--- config.mk ---
export PLATFORM = sky130hd
export DESIGN_NAME = seq_cla_addsub
export DESIGN_NICKNAME = d
export VERILOG_FILES = /design/src/rtl/seq_cla_addsub.sv
export SDC_FILE = /design/constraint.sdc
export NUM_CORES = 1
export LEC_CHECK = 0
export CORE_AREA = 3 3 123 125
export DETAILED_ROUTE_END_ITERATION = 7
export DIE_AREA = 0 0 126 128
export HOLD_SLACK_MARGIN = 0.05
export PLACE_DENSITY = 0.46
export SLEW_MARGIN = 20
export SYNTH_ARGS = -nofsm -noshare
export SYNTH_HDL_FRONTEND = slang
export SYNTH_SLANG_ARGS = --single-unit
--- constraint.sdc ---
create_clock -name clk -period 3.8 [get_ports clk]
set_clock_uncertainty 0.2 [all_clocks]
set_input_delay 0.38 -clock clk [delete_from_list [all_inputs] [get_ports clk]]
set_output_delay 0.38 -clock clk [all_outputs]
set_load 0.02 [all_outputs]
--- src/rtl/seq_cla_addsub.sv ---
// ----------------------------------------------------------------------------
// SeqClaAddSub: multi-cycle carry-lookahead adder/subtractor.
//
// A WIDTH-bit operand pair is processed one GROUP-bit lookahead group per
// clock, least significant group first. Inside a group every carry is formed
// by full lookahead; between groups the carry travels through a register.
// This module replaces the old 4-bit lookahead adder in the ULA datapath. It
// adds subtract mode, a start/busy/done handshake, status flags and
// whole-word generate/propagate outputs.
//
// Ports:
//   clk      - clock, all state changes on the rising edge
//   rst_n    - asynchronous active-low reset
//   start    - operation request, only looked at while idle
//   op_sub   - 0: a + b + cin, 1: a - b (cin ignored)
//   a, b     - operands (WIDTH bits)
//   cin      - carry in, add mode only
//   busy     - high while groups are being computed
//   done     - one-cycle pulse when the result registers are fresh
//   sum      - result (WIDTH bits)
//   cout     - carry out of the MSB (subtract: 1 means no borrow)
//   overflow - signed overflow, carry into MSB xor carry out
//   zero     - sum is all zeros
//   gen_out  - word generate (carry out if carry in were 0)
//   prop_out - word propagate (AND of all a ^ beff bits)
// ----------------------------------------------------------------------------
module seq_cla_addsub #(
   parameter int WIDTH = 16,
   parameter int GROUP = 4
) (
   input  logic             clk,
   input  logic             rst_n,
   input  logic             start,
   input  logic             op_sub,
   input  logic [WIDTH-1:0] a,
   input  logic [WIDTH-1:0] b,
   input  logic             cin,
   output logic             busy,
   output logic             done,
   output logic [WIDTH-1:0] sum,
   output logic             cout,
   output logic             overflow,
   output logic             zero,
   output logic             gen_out,
   output logic             prop_out
);

   localparam int NGRP = WIDTH / GROUP;
   localparam int IW   = (NGRP > 1) ? $clog2(NGRP) : 1;
   localparam logic [IW-1:0] LASTIDX = IW'(NGRP - 1);

   typedef enum logic [1:0] {IDLE, RUN, DONE} stateT;

   stateT            state;
   stateT            nextState;

   logic [WIDTH-1:0] aReg;
   logic [WIDTH-1:0] bReg;
   logic [WIDTH-1:0] partial;
   logic             carry;
   logic             gacc;
   logic             pacc;
   logic [IW-1:0]    idx;

   logic [GROUP-1:0] aGrp;
   logic [GROUP-1:0] bGrp;
   logic [GROUP-1:0] pBits;
   logic [GROUP-1:0] gBits;
   logic [GROUP-1:0] sumGrp;
   logic [GROUP:0]   cGrp;
   logic             gGrp;
   logic             pGrp;
   logic [WIDTH-1:0] nextPartial;
   logic             lastGroup;
   int               base;

   // State register. Reset drops straight back to IDLE, abandoning any
   // operation that was in flight.
   always_ff @(posedge clk or negedge rst_n) begin
      if (!rst_n) begin
         state <= IDLE;
      end else begin
         state <= nextState;
      end
   end

   // Next-state logic. A start seen in RUN or DONE is simply dropped; it is
   // not remembered for later.
   always_comb begin
      nextState = state;
      case (state)
         IDLE:    if (start) nextState = RUN;
         RUN:     if (lastGroup) nextState = DONE;
         DONE:    nextState = IDLE;
         default: nextState = IDLE;
      endcase
   end

   // Handshake outputs come straight from the state so they follow a reset
   // immediately.
   always_comb begin
      busy = (state == RUN);
      done = (state == DONE);
   end

   // Lookahead for the group selected by idx. Each carry is built as a
   // sum of products of the generates, propagates and the group carry-in,
   // so no carry depends on the one below it. The group generate is the same
   // expression with the carry-in forced to zero. The new sum bits are ORed
   // into the partial register. This works because the partial register is
   // cleared at start and each group slot is written only once.
   always_comb begin
      base        = int'(idx) * GROUP;
      aGrp        = GROUP'(aReg >> base);
      bGrp        = GROUP'(bReg >> base);
      pBits       = aGrp ^ bGrp;
      gBits       = aGrp & bGrp;
      cGrp        = '0;
      cGrp[0]     = carry;
      for (int i = 0; i < GROUP; i++) begin
         logic pAll;
         pAll = 1'b1;
         for (int j = 0; j <= i; j++) begin
            logic pRun;
            pRun = 1'b1;
            for (int k = j + 1; k <= i; k++) begin
               pRun = pRun & pBits[k];
            end
            cGrp[i+1] = cGrp[i+1] | (gBits[j] & pRun);
            pAll      = pAll & pBits[j];
         end
         cGrp[i+1] = cGrp[i+1] | (pAll & carry);
      end
      gGrp = 1'b0;
      for (int j = 0; j < GROUP; j++) begin
         logic pRun;
         pRun = 1'b1;
         for (int k = j + 1; k < GROUP; k++) begin
            pRun = pRun & pBits[k];
         end
         gGrp = gGrp | (gBits[j] & pRun);
      end
      pGrp        = &pBits;
      sumGrp      = pBits ^ cGrp[GROUP-1:0];
      nextPartial = partial | (WIDTH'(sumGrp) << base);
      lastGroup   = (idx == LASTIDX);
   end

   // Datapath. Start latches the operands, with b inverted and a forced
   // carry-in of 1 for subtraction. Each RUN cycle folds one group into
   // the carry, the partial sum and the word generate/propagate
   // accumulators. The result registers are loaded only on the last group.
   // They hold their value through the next RUN until fresh results arrive.
   always_ff @(posedge clk or negedge rst_n) begin
      if (!rst_n) begin
         aReg     <= '0;
         bReg     <= '0;
         partial  <= '0;
         carry    <= 1'b0;
         gacc     <= 1'b0;
         pacc     <= 1'b0;
         idx      <= '0;
         sum      <= '0;
         cout     <= 1'b0;
         overflow <= 1'b0;
         zero     <= 1'b0;
         gen_out  <= 1'b0;
         prop_out <= 1'b0;
      end else begin
         case (state)
            IDLE: begin
               if (start) begin
                  aReg    <= a;
                  bReg    <= op_sub ? ~b : b;
                  carry   <= op_sub ? 1'b1 : cin;
                  idx     <= '0;
                  partial <= '0;
                  gacc    <= 1'b0;
                  pacc    <= 1'b1;
               end
            end
            RUN: begin
               partial <= nextPartial;
               carry   <= cGrp[GROUP];
               pacc    <= pacc & pGrp;
               gacc    <= gGrp | (pGrp & gacc);
               idx     <= idx + 1'b1;
               if (lastGroup) begin
                  sum      <= nextPartial;
                  cout     <= cGrp[GROUP];
                  overflow <= cGrp[GROUP-1] ^ cGrp[GROUP];
                  zero     <= (nextPartial == '0);
                  gen_out  <= gGrp | (pGrp & gacc);
                  prop_out <= pacc & pGrp;
               end
            end
            default: begin
            end
         endcase
      end
   end

endmodule
==> impl_metrics.tcl <==
set metrics [dict create \
    ys.flop_type "dfrtp_1" \
    syn_avg_cell_area_um2 10.1 \
    clock.fmax_ghz 0.321 \
    total_leakage_power_nw 2.01 \
    worstMarginPinSlew_ps 976 \
    drc 0 \
    fin_crit_ps 3110 \
    setup_viol 0 \
    dp.cells 575 \
    syn_to_final_growth_pct 29.6 \
    grt_usage 0.112 \
    gp_congestion 0.780 \
    yosysSeqAreaShare 0.537 \
    core_mm2 0.0140 \
    drtIter0Drc 101 \
    hold_viol 0 \
    fin_crit_sh 0.819 \
    arrival_ps 3190 \
    first_pass_iters 4 \
    dp_hpwl_um 6090 \
    critPathSlowestCell "dfrtp_1" \
    dieHeight_um 128 \
    maxSlewHeadroom 0.348 \
    chipWidth_um 126 \
    critical-path-max-stage-delay_ps 660 \
    async_reset_ff_frac 1.00 \
    ant_nets 0 \
    die_area_mm2 0.0161 \
    total_power_mw 4.67 \
    place_ws_ps 687 \
    grt_pass1_vias 2786 \
    final.setup.worst_slack_ps 686 \
    antenna_found_initial 0 \
    synth-seq-cells 76 \
    numCtsBuffers 9 \
    drive_gt1_frac 0.0850 \
    crit_path_end_kind "flip-flop" \
    yosys-top-cells-area "dfrtp_1 54%, nand2_1 9.2%, o21ai_0 5.2%" \
    grt-ovfl-total 0 \
    rsz0062_at_grt "false" \
    placement.io_buffers 59 \
    syn_inst 352 \
    outcome "finished, final reports clean" \
    tns_ps 0 \
    netlist_area_mm2 0.00354 \
    viasPerCell 4.50 \
    row_count 43 \
    synth_most_common_cell "nand2_1" \
    diodes 0 \
    cp.required_ps 3870 \
    start_util 0.253 \
    clkSlewWorstSetupHoldPaths_ps 60 \
    timing.max_cap.violations 0 \
    synth_cell_types 41 \
    pin_count 60 \
    hold_path_class "flip-flop to flip-flop" \
    cts_root_buffer "clkbuf_16" \
    fin_nets 450 \
    synth_top_cell_by_area "dfrtp_1" \
    yosys_warnings 0 \
    syn-num-nets 395 \
    crit_chain "mux4_2, ha_1, and3_1, a211oi_1, and2_4, a22o_1" \
    cts_sinks 76 \
    cts_tree "built" \
    slew_viol_final 0 \
    clkLatencyLatePin_ps 340 \
    grt_pass1_wl_um 14400 \
    ir_drop_mv 0.450 \
    wirelength_um 8470 \
    pwr_density_cell_mw_per_mm2 1020 \
    stdcell_count 592 \
    synth_edf_count 0 \
    via_count 2665 \
    synth_top_area_frac 0.537 \
    grt_max_degree 77 \
    start_kind "flip-flop" \
    cp_top_family "compound AO/OA/AOI/OAI gates" \
    crit_type "flip-flop to flip-flop" \
    synth_common_cells "87 x nand2_1, 76 x dfrtp_1, 37 x o21ai_0" \
    clk_path_buf_depth 2 \
    wl_per_cell_um 14.3 \
    crit_buf_inv 0 \
    htreeDepth 3 \
    cp_max_fo 9 \
]
metal layers:
layer,wire (µm),vias to the layer above,global-route usage,share of wire
li1,-,1333,-,-
met1,3930,1246,0.146,0.46
met2,3960,77,0.178,0.47
met3,470,9,0.0321,0.055
met4,106,0,0.0410,0.013
met5,0,-,0,0
area by class of cell:
| cell class | instances | area (µm²) |
|---|---|---|
| Fill cell | 1488 | 9400 |
| Clock buffer | 10 | 229 |
| Tap cell | 180 | 225 |
| Multi-Input combinational cell | 248 | 1500 |
| Sequential cell | 76 | 1900 |
| Clock inverter | 6 | 65.1 |
| Inverter | 7 | 26.3 |
| Timing Repair Buffer | 65 | 636 |
placed cells by master (no fill, tap or decap), drive strengths merged, types with 2 or more instances in the layout:
cell type	netlist	final
nand2	87	87
dfrtp	76	76
clkdlybuf4s50	0	58
o21ai	37	37
nor2	18	18
xnor2	17	17
a21oi	16	16
a31oi	12	12
clkbuf	9	10
a22o	9	9
mux4	8	8
and2	7	7
buf	12	6
clkinv	2	6
inv	5	5
ha	5	5
nor4	4	4
nor2b	3	3
and3	3	3
nand3	3	3
a21o	2	2
a211oi	2	2
a41oi	2	2
o211ai	2	2
a211o	2	2
cells by family (layout without fill, tap and decap cells):
| kind of cell | Yosys count | count (layout) | synth area share |
|---|---|---|---|
| buffers and inverters | 28 | 88 | 0.0382 |
| muxes | 8 | 8 | 0.0509 |
| and+or+nand+nor | 130 | 130 | 0.157 |
| adders and majority gates | 6 | 6 | 0.0233 |
| xor gates and xnor gates | 17 | 17 | 0.0421 |
| AOI/OAI and AO/OA | 87 | 87 | 0.152 |
| DFF | 76 | 76 | 0.537 |
repair_timing:
action                    in CTS  in global routing
setup buffers                  0                  0
hold endpoints to repair      49                  0
gates resized for setup        0                  0
hold buffers                   1                  0
sequential cells by signal, indices dropped and copies added, names as in the netlist, 2 cells and up:
register,cells
aReg,16
bReg,16
idx,2
partial,16
state,2
sum,16
metrics by stage:
step,utilization,hold WS [ps],instance area (µm²)
global placement,0.306,259,4280
global route,0.328,297,4590
detailed placement,0.306,260,4280
finish,0.328,265,4590
floorplan,-,-116,3540
CTS,0.328,274,4590
report_power, final:
| part | switching [mW] | total (mW) | internal (mW) | leakage (nW) |
|---|---|---|---|---|
| clock | 0.335 | 0.843 | 0.508 | 0.142 |
| combinational | 1.37 | 2.39 | 1.02 | 0.908 |
| sequential | 0.269 | 1.44 | 1.17 | 0.959 |
final timing paths:
check                           cells past startpoint     start           to  slack (ps)
worst min register to register                      2  prop_out     prop_out         260
worst min-delay path                                2  prop_out     prop_out         260
min in group asynchronous                           2     rst_n       sum[8]         530
worst max register to register                      6    idx[0]  partial[15]         690
worst max-delay path                                6    idx[0]  partial[15]         690
max in group asynchronous                           2     rst_n     aReg[12]        2240
worst register-to-register path, stage by stage (launching register included):
cell and delay (ps):
dfrtp_1 660, mux4_2 580, ha_1 390, and3_1 200, a211oi_1 580, and2_4 310, a22o_1 140
(Power assumes the default switching activity.)
